===== src/rtl/wm_cycle_controller.sv =====
`default_nettype none
// ============================================================================
// Module   : wm_cycle_controller
// Brief    : Washing-machine cycle controller. It is a Moore FSM with
//            multi-coin credit, fill and heat timeouts, N rinse passes, a lid
//            interlock, fault resume with a retry limit, and a lockout state.
// Revision : 1.0 - initial release
// ============================================================================
module wm_cycle_controller #(
    parameter int unsigned COIN_PRICE     = 2,
    parameter int unsigned RINSE_CYCLES   = 2,
    parameter int unsigned TIMEOUT_CYCLES = 1000,
    parameter int unsigned CNT_W          = 16,
    parameter int unsigned MAX_RETRIES    = 3
) (
    input  logic       clock,
    input  logic       reset,
    input  logic       sig_Coin,
    input  logic       sig_Cancel,
    input  logic       sig_Lid_Closed,
    input  logic       sig_Full,
    input  logic       sig_Temperature,
    input  logic       sig_Completed,
    input  logic       sig_Out_Of_Balance,
    input  logic       sig_Motor_Failure,
    input  logic       sig_Fault_Ack,
    output logic [3:0] state,
    output logic       ready,
    output logic       fill_Water_Operation,
    output logic       heat_Water_Operation,
    output logic       wash_Operation,
    output logic       rinse_Operation,
    output logic       spin_Operation,
    output logic       fault,
    output logic       lockout,
    output logic       water_Intake,
    output logic       coin_Return,
    output logic       cycle_Done,
    output logic [3:0] credit,
    output logic [3:0] rinse_Count
);

    typedef enum logic [3:0] {
        ST_IDLE    = 4'd0,
        ST_READY   = 4'd1,
        ST_FILL    = 4'd2,
        ST_HEAT    = 4'd3,
        ST_WASH    = 4'd4,
        ST_RINSE   = 4'd5,
        ST_SPIN    = 4'd6,
        ST_FAULT   = 4'd7,
        ST_LOCKOUT = 4'd8
    } state_t;

    localparam logic [3:0]       c_COIN_PRICE   = 4'(COIN_PRICE);
    localparam logic [3:0]       c_RINSE_CYCLES = 4'(RINSE_CYCLES);
    localparam logic [3:0]       c_MAX_RETRIES  = 4'(MAX_RETRIES);
    localparam logic [CNT_W-1:0] c_TIMEOUT_LAST = CNT_W'(TIMEOUT_CYCLES - 1);

    state_t           r_state;
    state_t           r_resume;
    logic [3:0]       r_credit;
    logic [3:0]       r_rinse_cnt;
    logic [3:0]       r_retries;
    logic [CNT_W-1:0] r_timer;
    logic             r_coin_return;
    logic             r_cycle_done;

    state_t           w_state_nxt;
    state_t           w_resume_nxt;
    logic [3:0]       w_credit_nxt;
    logic [3:0]       w_rinse_nxt;
    logic [3:0]       w_retries_nxt;
    logic [CNT_W-1:0] w_timer_nxt;
    logic             w_coin_return_nxt;
    logic             w_cycle_done_nxt;
    logic             w_running;
    logic [3:0]       w_credit_inc;
    logic [3:0]       w_rinse_inc;
    logic [3:0]       w_retries_inc;

    // The lid interlock guards every state in which the drum is in use.
    assign w_running     = (r_state == ST_FILL)  || (r_state == ST_HEAT) ||
                           (r_state == ST_WASH)  || (r_state == ST_RINSE) ||
                           (r_state == ST_SPIN);
    assign w_credit_inc  = r_credit + 4'd1;
    assign w_rinse_inc   = r_rinse_cnt + 4'd1;
    assign w_retries_inc = r_retries + 4'd1;

    // Next-state and next-value logic. The timer defaults to zero, so it
    // clears on any state change and only counts while FILL or HEAT waits.
    always_comb begin
        w_state_nxt       = r_state;
        w_resume_nxt      = r_resume;
        w_credit_nxt      = r_credit;
        w_rinse_nxt       = r_rinse_cnt;
        w_retries_nxt     = r_retries;
        w_timer_nxt       = '0;
        w_coin_return_nxt = 1'b0;
        w_cycle_done_nxt  = 1'b0;

        if (w_running && !sig_Lid_Closed) begin
            // An open lid overrides completion and every other condition.
            w_state_nxt  = ST_FAULT;
            w_resume_nxt = r_state;
        end else begin
            case (r_state)
                ST_IDLE: begin
                    if (sig_Cancel && (r_credit != 4'd0)) begin
                        // Refunds the held credit together with any coin
                        // arriving in the same cycle.
                        w_coin_return_nxt = 1'b1;
                        w_credit_nxt      = 4'd0;
                    end else if (sig_Coin) begin
                        w_credit_nxt = w_credit_inc;
                        if (w_credit_inc >= c_COIN_PRICE) begin
                            w_credit_nxt = c_COIN_PRICE;
                            w_state_nxt  = ST_READY;
                        end
                    end
                end
                ST_READY: begin
                    if (sig_Cancel) begin
                        w_state_nxt       = ST_IDLE;
                        w_coin_return_nxt = 1'b1;
                        w_credit_nxt      = 4'd0;
                    end else if (sig_Lid_Closed) begin
                        w_state_nxt   = ST_FILL;
                        w_credit_nxt  = 4'd0;
                        w_rinse_nxt   = 4'd0;
                        w_retries_nxt = 4'd0;
                    end
                end
                ST_FILL: begin
                    if (sig_Full) begin
                        w_state_nxt = ST_HEAT;
                    end else if (r_timer == c_TIMEOUT_LAST) begin
                        w_state_nxt  = ST_FAULT;
                        w_resume_nxt = ST_FILL;
                    end else begin
                        w_timer_nxt = r_timer + 1'b1;
                    end
                end
                ST_HEAT: begin
                    if (sig_Temperature) begin
                        w_state_nxt = ST_WASH;
                    end else if (r_timer == c_TIMEOUT_LAST) begin
                        w_state_nxt  = ST_FAULT;
                        w_resume_nxt = ST_HEAT;
                    end else begin
                        w_timer_nxt = r_timer + 1'b1;
                    end
                end
                ST_WASH: begin
                    if (sig_Completed) begin
                        w_state_nxt = ST_RINSE;
                    end else if (sig_Out_Of_Balance) begin
                        w_state_nxt  = ST_FAULT;
                        w_resume_nxt = ST_WASH;
                    end
                end
                ST_RINSE: begin
                    if (sig_Completed) begin
                        w_rinse_nxt = w_rinse_inc;
                        if (w_rinse_inc == c_RINSE_CYCLES) begin
                            w_state_nxt = ST_SPIN;
                        end
                    end else if (sig_Motor_Failure) begin
                        w_state_nxt  = ST_FAULT;
                        w_resume_nxt = ST_RINSE;
                    end
                end
                ST_SPIN: begin
                    if (sig_Completed) begin
                        w_state_nxt      = ST_IDLE;
                        w_cycle_done_nxt = 1'b1;
                    end else if (sig_Motor_Failure || sig_Out_Of_Balance) begin
                        w_state_nxt  = ST_FAULT;
                        w_resume_nxt = ST_SPIN;
                    end
                end
                ST_FAULT: begin
                    // The acknowledge only counts once the lid is closed again.
                    if (sig_Fault_Ack && sig_Lid_Closed) begin
                        w_retries_nxt = w_retries_inc;
                        if (w_retries_inc == c_MAX_RETRIES) begin
                            w_state_nxt = ST_LOCKOUT;
                        end else begin
                            w_state_nxt = r_resume;
                        end
                    end
                end
                ST_LOCKOUT: begin
                    w_state_nxt = ST_LOCKOUT;
                end
                default: begin
                    // Unused codes recover to IDLE.
                    w_state_nxt = ST_IDLE;
                end
            endcase
        end
    end

    // State, datapath registers and the registered pulse outputs.
    always_ff @(posedge clock) begin
        if (reset) begin
            r_state       <= ST_IDLE;
            r_resume      <= ST_IDLE;
            r_credit      <= 4'd0;
            r_rinse_cnt   <= 4'd0;
            r_retries     <= 4'd0;
            r_timer       <= '0;
            r_coin_return <= 1'b0;
            r_cycle_done  <= 1'b0;
        end else begin
            r_state       <= w_state_nxt;
            r_resume      <= w_resume_nxt;
            r_credit      <= w_credit_nxt;
            r_rinse_cnt   <= w_rinse_nxt;
            r_retries     <= w_retries_nxt;
            r_timer       <= w_timer_nxt;
            r_coin_return <= w_coin_return_nxt;
            r_cycle_done  <= w_cycle_done_nxt;
        end
    end

    assign state                = r_state;
    assign ready                = (r_state == ST_READY);
    assign fill_Water_Operation = (r_state == ST_FILL);
    assign heat_Water_Operation = (r_state == ST_HEAT);
    assign wash_Operation       = (r_state == ST_WASH);
    assign rinse_Operation      = (r_state == ST_RINSE);
    assign spin_Operation       = (r_state == ST_SPIN);
    assign fault                = (r_state == ST_FAULT);
    assign lockout              = (r_state == ST_LOCKOUT);
    assign water_Intake         = (r_state == ST_FILL) || (r_state == ST_RINSE);
    assign coin_Return          = r_coin_return;
    assign cycle_Done           = r_cycle_done;
    assign credit               = r_credit;
    assign rinse_Count          = r_rinse_cnt;

endmodule
`default_nettype wire


===== config.mk =====
export PLATFORM = sky130hd
export DESIGN_NAME = wm_cycle_controller
export DESIGN_NICKNAME = d
export VERILOG_FILES = /design/src/rtl/wm_cycle_controller.sv
export SDC_FILE = /design/constraint.sdc
export NUM_CORES = 1
export LEC_CHECK = 0
export CORE_ASPECT_RATIO = 2
export CORE_MARGIN = 4
export CORE_UTILIZATION = 56
export CTS_BUF_LIST = sky130_fd_sc_hd__clkbuf_4 sky130_fd_sc_hd__clkbuf_8
export DETAILED_ROUTE_END_ITERATION = 16
export HOLD_SLACK_MARGIN = 0.03
export PLACE_DENSITY = 0.82
export SYNTH_ARGS = -nofsm -noshare
export SYNTH_HDL_FRONTEND = slang
export SYNTH_SLANG_ARGS = --single-unit

===== constraint.sdc =====
create_clock -name clock -period 2.75 [get_ports clock]
set_input_delay 0.4125 -clock clock [delete_from_list [all_inputs] [get_ports clock]]
set_output_delay 0.4125 -clock clock [all_outputs]
set_load 0.03 [all_outputs]

[Word-level counts from Yosys, hierarchy flattened]
Cells that the tools add are included.
Word-level totals
  bits of input ports: 11
  register bits: 38
  logic and storage cells: 133
Operators by class
  bitwise operators: 2
  equal/unequal tests: 43
  reduce and logical (&&, ||, !) cells: 24
  add/subtract/negate cells: 4
  $lt $le $gt $ge: 1
  muxes and demuxes: 50
Operators by type and width (number)
  4-bit two-way mux: 36
  16-bit two-way mux: 3
  4-bit one-hot mux with 9 select lines: 1
  16-bit one-hot mux with 2 select lines: 1
  3-bit by 2-bit inequality test with 1-bit output, second input constant: 9
  4-bit one-hot mux with 2 select lines: 3
  3-bit inequality test, second input constant: 7
  4-bit one-hot mux with 5 select lines: 1
  9-bit AND reduction: 2
  16-bit by 1-bit adder with 16-bit output, second input constant: 1
  16-bit by 10-bit == test with 1-bit output, second input constant: 1
  4-bit by 2-bit == test with 1-bit output, second input constant: 4
  4-bit by 3-bit == test with 1-bit output, second input constant: 4
  4-bit by 1-bit adder with 4-bit output, second input constant: 3
  2-bit inequality test, second input constant: 6
  3-bit by 1-bit inequality test with 1-bit output, second input constant: 4
  4-bit by 3-bit inequality test with 1-bit output, second input constant: 3
  11-bit AND reduction: 1
  5-bit AND reduction: 2
  4-bit by 2-bit inequality test with 1-bit output, second input constant: 2
  1-bit logical OR: 6
  2-bit nonzero test: 3
  6-bit nonzero test: 1
  4-bit by 1-bit == test with 1-bit output, second input constant: 1
  14 further kinds: 19

[Depth between registers and ports, before layout]
  depth after elaboration: 8
  mapped depth: 8

[Worst setup path before layout]
OpenSTA, ideal clock, no wires.
  path kind: reg2out
  start point: register r_state[3] (netlist: state[3])
  end point: output lockout
  cell stages (with the launch flop): 4
  data required time: 2.338 ns
  arrival time: 2.059 ns
  path buffers: 2
  setup slack: 0.279 ns
  cell sequence: dfxtp_1 -> buf_6 -> clkbuf_1 -> nor4b_1
Between the ends
  longest elaborated chain between the ends: 1
RTL lines
  start, declared: line 60  | state_t r_state;
  start signal, assigned: line 216  | r_state <= w_state_nxt;
  4-bit == test: line 235  | assign lockout = (r_state == ST_LOCKOUT);
  end, declared: line 35  | output logic lockout,
Every way passes these cells.

[Final worst setup path]
  start point: register r_state[0] (netlist: state[0])
  end point: output fault
Between the ends
  longest elaborated chain between the ends: 1
RTL lines
  4-bit by 3-bit == test with 1-bit output: line 234  | assign fault = (r_state == ST_FAULT);
  end, declared: line 34  | output logic fault,
Every way passes these cells.

==> summary.txt <==
Timing
  • Final period utilization: 0.947
  • # setup viols final: 0
  • Final-report hold violation count: 0
  • Actual slew at the worst max-slew pin: 0.587 ns
  • Slew headroom: 0.602
  • RSZ-0062 raised after global routing: no
  • Period minus WS final: 2.60 ns
  • Fmax: 384 MHz
  • Setup TNS: 0 ns
  • Clk_skew: 0.0101 ns
  • Slew Limit Fails: 0

Synth
  • Post-synthesis cell type count: 61
  • Post-Syn Nets: 312
  • Post-synth top area share: 0.328
  • Main area contributors after synthesis: dfxtp_1, nor2_1, ha_1
  • FFs w/ async S/R, synth: 0
  • Yosys top cell by area: dfxtp_1
  • Ys flop type: dfxtp_1
  • Post-Syn Area per Cell: 7.91 um^2
  • Synth warn: 0
  • Gate count of the mapped netlist: 293
  • EDFF count, synth: 0
  • Sequential area share after synthesis: 0.328
  • Syn Std Cell Area: 0.00232 mm^2
  • Synthesized flop and latch total: 38

GRT
  • Global route hottest layer: met2
  • Total grt overflow: 0
  • GRT Total Usage: 0.242
  • Met2 usage: 0.447
  • Global Route met3 Usage: 0.0408
  • Largest net degree at the start of global routing: 20
  • First-pass GRT wire length: 9800 um
  • Vias in the first global route: 2193
  • Met1 Track Usage GR: 0.235
  • Antenna violations before repair: 0

Placement
  • # port buffers: 33
  • RePlAce Congestion: slightly below 0.9
  • DP Wirelength: 4530 um

Power and ir drop
  • Switching Share: 0.405
  • Int Pwr: 1230 uW
  • Clock Power Share: 0.195
  • Power per cell area: ~740 mW/mm^2
  • Leak pwr: 0.00108 uW
  • Worst vdd ir: 0.464 mV
  • Flop pwr share: 0.341
  • Tot Pwr: just over 2000 uW
  • Switching pwr: approximately 840 uW
  • Logic pwr share: 0.464

Route
  • DR vias/cell: ~6
  • Final ANT Viol Nets: 0
  • DR pass1 iterations: 4
  • Total number of vias: 2272
  • DRC: 0
  • Final wirelength: 5830 um
  • DRT iter0 DRCs: 57
  • Drt wl/cell: 15.4 um

Floorplanning
  • Die area: 0.00529 mm^2
  • Initial Util: 0.591
  • Die X: approximately 53 um
  • Rows: 32
  • CORE AREA: 0.00392 mm^2
  • I/O pin total: 34
  • Chip Height: 99.0 um

Setup path
  • Worst Path Required: 2.34 ns
  • WS Path Type: flip-flop to output pin
  • Critical Path End Type: output pin
  • CP arrival: 2.19 ns
  • Maximum fanout along the worst path: 14
  • Startpoint Class: flip-flop

Cells and area
  • Antenna fix cells: 0
  • Post-layout util: 0.716
  • Layout cells sized above 1: 0.0884
  • Most common cell after layout, fill and taps aside: nor2_1
  • Nets: 346
  • Area Overhead vs Synth: 21.2%
  • Most frequent cells in the layout: nor2_1, dfxtp_1, clkdlybuf4s50_1

CTS
  • Clock transition at path regs: 0.07 ns
  • H-Tree Depth: 2
  • CTS tree: built
  • Clock tree buffer depth: 2
  • CTS Buf Count: 5
  • Clock root buffer master: clkbuf_8
  • Postcts setup bufs: 0
  • Clock latency on the worst-skew pair: 0.29 ns
  • Sink Count: 38

Worst hold path
  • Worst hold path type: flip-flop to flip-flop

Run status
  • Status: finished clean

Job
  • Max-cap viol count: 0
-- layout make-up --
class | count | area [um^2]
multi-input cells | 226 | 1440
fillers | 358 | 1110
flip-flops and latches | 38 | 762
repair buffers | 41 | 390
clock buffers | 7 | 90.1
well taps | 51 | 63.8
inverters | 15 | 56.3
clock inverters | 1 | 5.00
-- synth_stat cells, types with 2 or more instances --
cell	instances
nor2_1	44
dfxtp_1	38
nand2_1	21
a21oi_1	18
inv_1	15
nand3_1	11
o21ai_0	11
nor2b_1	10
ha_1	8
nor3_1	8
xor2_1	8
and3_1	6
buf_2	6
clkbuf_1	6
xnor2_1	6
or3_1	5
a211o_1	4
a21o_1	4
nand2b_1	4
nand4_1	4
a211oi_1	3
a21boi_0	3
and2_1	3
nor4_1	3
a221oi_1	2
a311oi_1	2
nand4b_1	2
o2111a_1	2
o2111ai_1	2
o211ai_1	2
o31ai_1	2
-- metrics by stage --
stage	hold WS (ns)	instance area, um^2	setup slack (ns)	cells
3_5_place_dp	0.459	2700	0.372	371
3_3_place_gp	0.448	2700	0.416	371
5_1_grt	0.493	2810	0.0109	379
2_1_floorplan	0.426	2320	0.279	293
6_report	0.475	2810	0.145	379
4_1_cts	0.474	2800	0.148	379
-- state kept, by name, summed over array words and instances, names as in the netlist --
register,flops
coin_Return,1
credit,4
cycle_Done,1
r_resume,4
r_retries,4
r_timer,16
rinse_Count,4
state,4
-- per-layer routing --
metal  up-vias  wire length, um  part of all wire
li1       1113                -                 -
met1      1061             2010              0.34
met2        72             3260              0.56
met3        26              286             0.049
met4         0              278             0.048
met5         -                0                 0
-- worst max-delay path, cell delays in order, from the launching register on --
cell and delay (ns):
dfxtp_1 0.58, buf_4 0.27, and4b_1 0.33, clkdlybuf4s50_1 0.71
-- cell families (layout without fill, tap and decap cells) --
group / count (synthesis) / after routing / synth area share
xor gates and xnor gates: 14 / 14 / 0.0529
and+or+nand+nor: 136 / 136 / 0.312
DFF: 38 / 38 / 0.328
muxes: 1 / 1 / 0.00486
AOI/OAI and AO/OA: 66 / 66 / 0.201
buffers and inverters: 29 / 64 / 0.0535
adders and majority gates: 9 / 9 / 0.0475
-- power groups by stage --
stage	Combinational, uW	Sequential (uW)	Clock [uW]
floorplan	641	725	0
global placement	940	708	0
detailed placement	953	714	0
CTS	956	701	411
global route	1040	718	437
finish	961	706	404
-- what timing repair did --
item                       CTS  global route
hold buffers                 0             0
setup endpoints to repair    0             2
resized for setup            0             3
-- final timing paths --
kind / start / end / slack, ns / depth (start not counted)
worst max-delay path: state[0] / fault / 0.15 / 3
worst min-delay path: r_timer[0] / r_timer[0] / 0.48 / 1
worst max register to register: state[0] / state[2] / 0.41 / 7
worst min register to register: r_timer[0] / r_timer[0] / 0.48 / 1
Note: power is estimated with default switching activity, not from simulation.
